File: config.mk
export PLATFORM = sky130hd
export DESIGN_NAME = pic_priority_core
export DESIGN_NICKNAME = d
export VERILOG_FILES = /design/src/rtl/pic_pkg.sv /design/src/rtl/pic_prio_sel.sv /design/src/rtl/pic_priority_core.sv
export SDC_FILE = /design/constraint.sdc
export NUM_CORES = 1
export LEC_CHECK = 0
export CORE_MARGIN = 2
export CORE_UTILIZATION = 35
export DETAILED_ROUTE_END_ITERATION = 10
export GPL_ROUTABILITY_DRIVEN = 0
export GPL_TIMING_DRIVEN = 0
export PLACE_DENSITY = 0.66
export SYNTH_ARGS = -nofsm -noshare
export SYNTH_HDL_FRONTEND = slang
export SYNTH_SLANG_ARGS = --single-unit
File: constraint.sdc
create_clock -name clk -period 10.1 [get_ports clk]
set_input_delay 1.515 -clock clk [delete_from_list [all_inputs] [get_ports clk]]
set_output_delay 1.515 -clock clk [all_outputs]
set_load 0.01 [all_outputs]
File: src/rtl/pic_pkg.sv
// Shared types and helpers for the priority interrupt controller.
package pic_pkg;

  localparam int unsigned NIrqMin = 2;
  localparam int unsigned NIrqMax = 16;
  localparam int unsigned IdxWMax = $clog2(NIrqMax);

  typedef enum logic [1:0] {
    StIdle,
    StAck1,
    StAck2
  } pic_state_e;

  function automatic logic [NIrqMax-1:0] idx_to_onehot(input logic [IdxWMax-1:0] idx);
    logic [NIrqMax-1:0] oh;
    oh      = '0;
    oh[idx] = 1'b1;
    return oh;
  endfunction

endpackage

File: src/rtl/pic_prio_sel.sv
// Rotating priority search: first request after ptr_i that beats every in-service line.
module pic_prio_sel
  import pic_pkg::*;
#(
  parameter int unsigned N_IRQ = 8,
  localparam int unsigned IDX_W = $clog2(N_IRQ)
) (
  input  logic [N_IRQ-1:0] req_i,
  input  logic [N_IRQ-1:0] isr_i,
  input  logic [IDX_W-1:0] ptr_i,
  output logic             found_o,
  output logic [IDX_W-1:0] idx_o
);

  logic             isr_hit;
  logic [IDX_W-1:0] pos;

  always_comb begin
    found_o = 1'b0;
    idx_o   = '0;
    isr_hit = 1'b0;
    pos     = '0;
    for (int unsigned k = 0; k < N_IRQ; k++) begin
      pos = IDX_W'((32'(ptr_i) + k + 32'd1) % N_IRQ);
      // An in-service line at or above a request blocks it (strictly-higher rule).
      if (isr_i[pos]) begin
        isr_hit = 1'b1;
      end else if (!isr_hit && !found_o && req_i[pos]) begin
        found_o = 1'b1;
        idx_o   = pos;
      end
    end
  end

endmodule

File: src/rtl/pic_priority_core.sv
// Priority interrupt controller core: request capture, nesting, two-pulse acknowledge, EOI.
module pic_priority_core
  import pic_pkg::*;
#(
  parameter int unsigned N_IRQ = 8,
  localparam int unsigned IDX_W = $clog2(N_IRQ)
) (
  input  logic             clk,
  input  logic             rst_n,
  input  logic [N_IRQ-1:0] irq_i,
  input  logic [N_IRQ-1:0] imr_i,
  input  logic             init_done_i,
  input  logic             level_mode_i,
  input  logic             rotate_en_i,
  input  logic             aeoi_i,
  input  logic [7-IDX_W:0] vec_base_i,
  input  logic             inta_i,
  input  logic             eoi_valid_i,
  input  logic             eoi_specific_i,
  input  logic [IDX_W-1:0] eoi_level_i,
  output logic             int_o,
  output logic             vec_valid_o,
  output logic [7:0]       vec_data_o,
  output logic [N_IRQ-1:0] irr_o,
  output logic [N_IRQ-1:0] isr_o
);

  localparam logic [IDX_W-1:0] LastIdx = IDX_W'(N_IRQ - 1);

  function automatic logic [N_IRQ-1:0] onehot(input logic [IDX_W-1:0] i);
    logic [NIrqMax-1:0] full;
    full = idx_to_onehot(IdxWMax'(i));
    return full[N_IRQ-1:0];
  endfunction

  logic [N_IRQ-1:0] irq_q, irr_q, irr_d, isr_q, isr_d, ack_clr;
  logic [IDX_W-1:0] ptr_q, ptr_d, idx_q, idx_d;
  pic_state_e       state_q, state_d;
  logic             int_q, int_d, vec_valid_q, vec_valid_d;
  logic [7:0]       vec_data_q, vec_data_d;
  logic             win_found, hi_found;
  logic [IDX_W-1:0] win_idx, hi_idx;

  pic_prio_sel #(.N_IRQ(N_IRQ)) u_win_sel (
    .req_i   (irr_q & ~imr_i),
    .isr_i   (isr_q),
    .ptr_i   (ptr_q),
    .found_o (win_found),
    .idx_o   (win_idx)
  );

  // Same search with no blocking finds the highest-priority in-service line for EOI.
  pic_prio_sel #(.N_IRQ(N_IRQ)) u_eoi_sel (
    .req_i   (isr_q),
    .isr_i   ('0),
    .ptr_i   (ptr_q),
    .found_o (hi_found),
    .idx_o   (hi_idx)
  );

  always_comb begin
    isr_d       = isr_q;
    ptr_d       = ptr_q;
    idx_d       = idx_q;
    state_d     = state_q;
    vec_valid_d = 1'b0;
    vec_data_d  = vec_data_q;
    ack_clr     = '0;

    // EOI lands before any acknowledge set in the same cycle.
    if (eoi_valid_i) begin
      if (eoi_specific_i) begin
        if (isr_q[eoi_level_i]) begin
          isr_d[eoi_level_i] = 1'b0;
          ptr_d              = eoi_level_i;
        end
      end else if (hi_found) begin
        isr_d[hi_idx] = 1'b0;
        ptr_d         = hi_idx;
      end
    end

    unique case (state_q)
      StIdle: begin
        if (init_done_i && inta_i) begin
          state_d = StAck1;
          if (win_found) begin
            idx_d   = win_idx;
            isr_d   = isr_d | onehot(win_idx);
            ack_clr = onehot(win_idx);
          end else begin
            idx_d = LastIdx;
          end
        end
      end
      StAck1: begin
        if (init_done_i && inta_i) begin
          state_d     = StAck2;
          vec_valid_d = 1'b1;
          vec_data_d  = {vec_base_i, idx_q};
          if (aeoi_i && isr_d[idx_q]) begin
            isr_d[idx_q] = 1'b0;
            ptr_d        = idx_q;
          end
        end
      end
      StAck2:  state_d = StIdle;
      default: state_d = StIdle;
    endcase

    if (!init_done_i) state_d = StIdle;
    if (!rotate_en_i) ptr_d = LastIdx;

    // A fresh edge wins over the acknowledge clear of the same line.
    irr_d = level_mode_i ? irq_i : ((irr_q & ~ack_clr) | (irq_i & ~irq_q));
    int_d = init_done_i && (state_d == StIdle) && win_found;
  end

  always_ff @(posedge clk or negedge rst_n) begin
    if (!rst_n) begin
      irq_q       <= '0;
      irr_q       <= '0;
      isr_q       <= '0;
      ptr_q       <= LastIdx;
      idx_q       <= '0;
      state_q     <= StIdle;
      int_q       <= 1'b0;
      vec_valid_q <= 1'b0;
      vec_data_q  <= '0;
    end else begin
      irq_q       <= irq_i;
      irr_q       <= irr_d;
      isr_q       <= isr_d;
      ptr_q       <= ptr_d;
      idx_q       <= idx_d;
      state_q     <= state_d;
      int_q       <= int_d;
      vec_valid_q <= vec_valid_d;
      vec_data_q  <= vec_data_d;
    end
  end

  assign int_o       = int_q;
  assign vec_valid_o = vec_valid_q;
  assign vec_data_o  = vec_data_q;
  assign irr_o       = irr_q;
  assign isr_o       = isr_q;

endmodule

==> impl_summary.log <==
INFO  metric die_height = between 100 and 150 um
INFO  metric grt_pass1_wl = 23.5 mm
INFO  metric grt-ovfl-total = 0
INFO  metric netlist_top_cells_area = sky130_fd_sc_hd__dfrtp_1 (23%), sky130_fd_sc_hd__mux4_2 (11%), sky130_fd_sc_hd__nand2_1 (6.9%)
INFO  metric cts.repair_timing.setup_buffer_count = 0
INFO  metric routedWlPerCell = ~20 um
INFO  metric largest_net_degree_at_the_start_of_global_routing = 43
INFO  metric yosys.cell_types.count = ~80
INFO  metric timing_worst_slew_pin_value = 0.993 ns
INFO  metric clk_transition_reported_paths = approximately 0.06 ns
INFO  metric route.detailed.drc = 0
INFO  metric rsz0062_at_grt = no
INFO  metric setup.worst_path.start_class = register
INFO  metric synth.top_cell.area_share = about 23%
INFO  metric design.core.area = about 0.012 sq mm
INFO  metric first_global_vias = 4,643
INFO  metric setup_total_negative_slack = 0 ns
INFO  metric detailedRoute.firstPassIterationCount = 5
INFO  metric hold_class = reg2reg
INFO  metric die_area = ~0.013 sq mm
INFO  metric finalSetupViolCount = 0
INFO  metric layout-drive-gt1-share = 11.9%
INFO  metric timing.critical_path.to_type = register
INFO  metric slew_violations = 0
INFO  metric postCtsResizedCells = 0
INFO  metric postCtsHoldBufs = 0
INFO  metric critical-path-max-stage-delay = approximately 0.62 ns
INFO  metric cp_data_arrival_time = 6.46 ns
INFO  metric synth-seq-cells = between 40 and 50
INFO  metric layout-area-overhead-vs-synth = 20.8%
INFO  metric clk-insertion-delay-late = 0.29 ns
INFO  metric fp.dieW = 115 um
INFO  metric avgSynthCellArea = 8.50 sq um
INFO  metric timing.critical_path.buf_inv = 4
INFO  metric ctsHtreeMaxLevel = 2
INFO  metric synth_area_leader_cell = sky130_fd_sc_hd__dfrtp_1
INFO  metric maxCapViolations = 0
INFO  metric critical_path_required = about 10 ns
INFO  metric post_synth_most_frequent_cells = sky130_fd_sc_hd__nand2_1 (79), sky130_fd_sc_hd__dfrtp_1 (39), sky130_fd_sc_hd__o21ai_0 (32)
INFO  metric drt-initial-drc-count = between 300 and 400
INFO  metric maxSlewHeadroom = roughly 34%
INFO  metric clk_path_buf_depth = 2
INFO  metric hpwl_after_detailed_placement = approximately 11 mm
INFO  metric run_status = finished clean
INFO  metric wirelength = ~15 mm
INFO  metric timing_hold_violations_final = 0
INFO  metric synth.yosys.seq_area_share = 24.5%
INFO  metric clock.fmax = ~160 MHz
INFO  metric final_net_count = between 600 and 700
INFO  metric portBuffers = 55
INFO  metric avgViaCountPerCell = around 6.4
INFO  metric num_vias = approximately 4,600
INFO  metric timing.critical_path.cells = clkbuf_1 > clkbuf_1 > inv_1 > ha_1 > buf_6 > mux4_2 > or2_1 > o221ai_1 > nand2_1 > o21ai_2 > nor4_1 > a211o_1 > a211o_1 > a22oi_1 > nand2_1 > a32o_1
INFO  metric synthesis.nets = about 540
INFO  metric ys.flop_type = sky130_fd_sc_hd__dfrtp_1
INFO  metric tritoncts_num_sinks = 42
INFO  metric yosysMostFrequentCell = sky130_fd_sc_hd__nand2_1
INFO  metric route.antenna.remaining_nets = 0
INFO  metric cp_top_family = compound AO/OA/AOI/OAI gates
INFO  metric num_io_pins = 59
INFO  metric ys.warnings.count = 0
INFO  metric postSynth.asyncResetShare = 100%
INFO  metric cts_made_buffers = 5
INFO  metric grt_usage = between 20% and 30%
INFO  metric synth-edff-count = 0
INFO  metric initial_antenna_violation_count = 0
INFO  metric start_util = 35.9%
INFO  metric syn-instance-count = around 510
INFO  metric num_rows = 40
INFO  metric worst_clock_skew = ~0.0023 ns
INFO  metric syn_area = 0.00431 sq mm
INFO  metric timing.critical_path.fanout_max = 10
INFO  metric setup.worst_path.class = reg2reg
INFO  metric ctsRootBufferMaster = sky130_fd_sc_hd__clkbuf_16
INFO  metric tritoncts = yes
INFO  metric period_needed = ~6.3 ns
INFO  metric final_min_period_over_clock_period = around 62%
INFO  metric antenna_cells = 0
INFO  metric cpMaxStageDelayCell = sky130_fd_sc_hd__mux4_2
cells by family (layout without fill, tap and decap cells):
kind of cell / Yosys count / after routing / share of synthesized area, %
buffers and inverters: 57 / 120 / 6.07
AND/OR/NAND/NOR: 209 / 209 / 25.3
XOR/XNOR: 8 / 8 / 1.63
flip-flops: 42 / 42 / 24.5
AO/OA/AOI/OAI: 138 / 138 / 23.5
multiplexers: 50 / 50 / 18.2
adder cells (fa/ha/maj): 3 / 3 / 0.871
sequential cells by signal (all words and copies together) (netlist names):
signal       cells
vec_valid_o      1
irr_o            8
idx_q            3
ptr_q            3
irq_q            8
int_o            1
isr_o            8
vec_data_o       8
state_q          2
final timing paths:
path                               start            end  slack, ns  depth (start not counted)
max in group asynchronous          rst_n       irq_q[2]       8.16                          1
setup reg to reg                ptr_q[1]       irr_o[0]       3.81                         16
hold reg to reg            vec_data_o[3]  vec_data_o[3]       0.47                          2
hold / removal             vec_data_o[3]  vec_data_o[3]       0.47                          2
min in group asynchronous          rst_n    vec_valid_o       1.37                          1
setup / recovery                ptr_q[1]       irr_o[0]       3.81                         16
stage by stage:
step                cell area [sq um]  cells  setup WS [ns]  hold slack, ns  utilization, %
CTS                              5210    717           4.00           0.477            43.3
finish                           5210    717           3.81           0.473            43.3
detailed placement               5040    709           4.02           0.462            42.0
global route                     5210    717           3.58           0.497            43.3
floorplan                        4310    507           5.16           0.512               -
global placement                 5040    709           4.06           0.461            42.0
worst register-to-register path, cell delays in order, from the launching register on:
cell and delay, ns:
sky130_fd_sc_hd__dfstp_2 0.56, sky130_fd_sc_hd__clkbuf_1 0.35, sky130_fd_sc_hd__clkbuf_1 0.47, sky130_fd_sc_hd__inv_1 0.29, sky130_fd_sc_hd__ha_1 0.36, sky130_fd_sc_hd__buf_6 0.18
sky130_fd_sc_hd__mux4_2 0.62, sky130_fd_sc_hd__or2_1 0.28, sky130_fd_sc_hd__o221ai_1 0.57, sky130_fd_sc_hd__nand2_1 0.33, sky130_fd_sc_hd__o21ai_2 0.41, sky130_fd_sc_hd__nor4_1 0.12
sky130_fd_sc_hd__a211o_1 0.33, sky130_fd_sc_hd__a211o_1 0.32, sky130_fd_sc_hd__a22oi_1 0.52, sky130_fd_sc_hd__nand2_1 0.18, sky130_fd_sc_hd__a32o_1 0.30
layer usage:
layer / global-route usage, % / share of wire (%) / vias to the layer above
met5: 0 / 0 / -
met1: 28.2 / 39 / 2159
li1: - / - / 2045
met2: 35.6 / 47 / 293
met4: 14.4 / 5.1 / 0
met3: 3.00 / 8.7 / 67
cells in the final DEF (no fill, tap or decap), types with 5 or more instances in the layout:
cell type                         netlist  layout
sky130_fd_sc_hd__nor2b_1                7       7
sky130_fd_sc_hd__nor3_1                12      12
sky130_fd_sc_hd__mux2_2                 5       5
sky130_fd_sc_hd__inv_1                 15      15
sky130_fd_sc_hd__a32o_1                 5       5
sky130_fd_sc_hd__nand3_1               10      10
sky130_fd_sc_hd__nand2_1               79      79
sky130_fd_sc_hd__o311ai_0               5       5
sky130_fd_sc_hd__clkbuf_16              0       5
sky130_fd_sc_hd__nand2b_1              17      17
sky130_fd_sc_hd__o221ai_1               8       8
sky130_fd_sc_hd__clkdlybuf4s50_1        0      54
sky130_fd_sc_hd__nor2_1                28      28
sky130_fd_sc_hd__and2_1                 7       7
sky130_fd_sc_hd__a32oi_1                6       6
sky130_fd_sc_hd__dfrtp_1               39      39
sky130_fd_sc_hd__a21oi_1               17      17
sky130_fd_sc_hd__mux4_2                22      22
sky130_fd_sc_hd__o211ai_1               8       8
sky130_fd_sc_hd__o21ai_0               32      32
sky130_fd_sc_hd__buf_2                  5       6
sky130_fd_sc_hd__mux2i_1               22      22
sky130_fd_sc_hd__clkbuf_1              25      26
sky130_fd_sc_hd__or3_1                  6       6
sky130_fd_sc_hd__o21a_1                 8       8
layout make-up:
class,count,area (sq um)
fill,1182,6810
buffer,37,186
multi-input combinational,408,2990
clock buffer,6,129
timing repair buffer,55,546
tap,147,184
clock inverter,2,37.5
sequential,42,1050
inverter,20,75.1
Power is left out: the tool's default activity adds up to more than one toggle a clock period on the data nets, which glitch-free logic cannot reach.
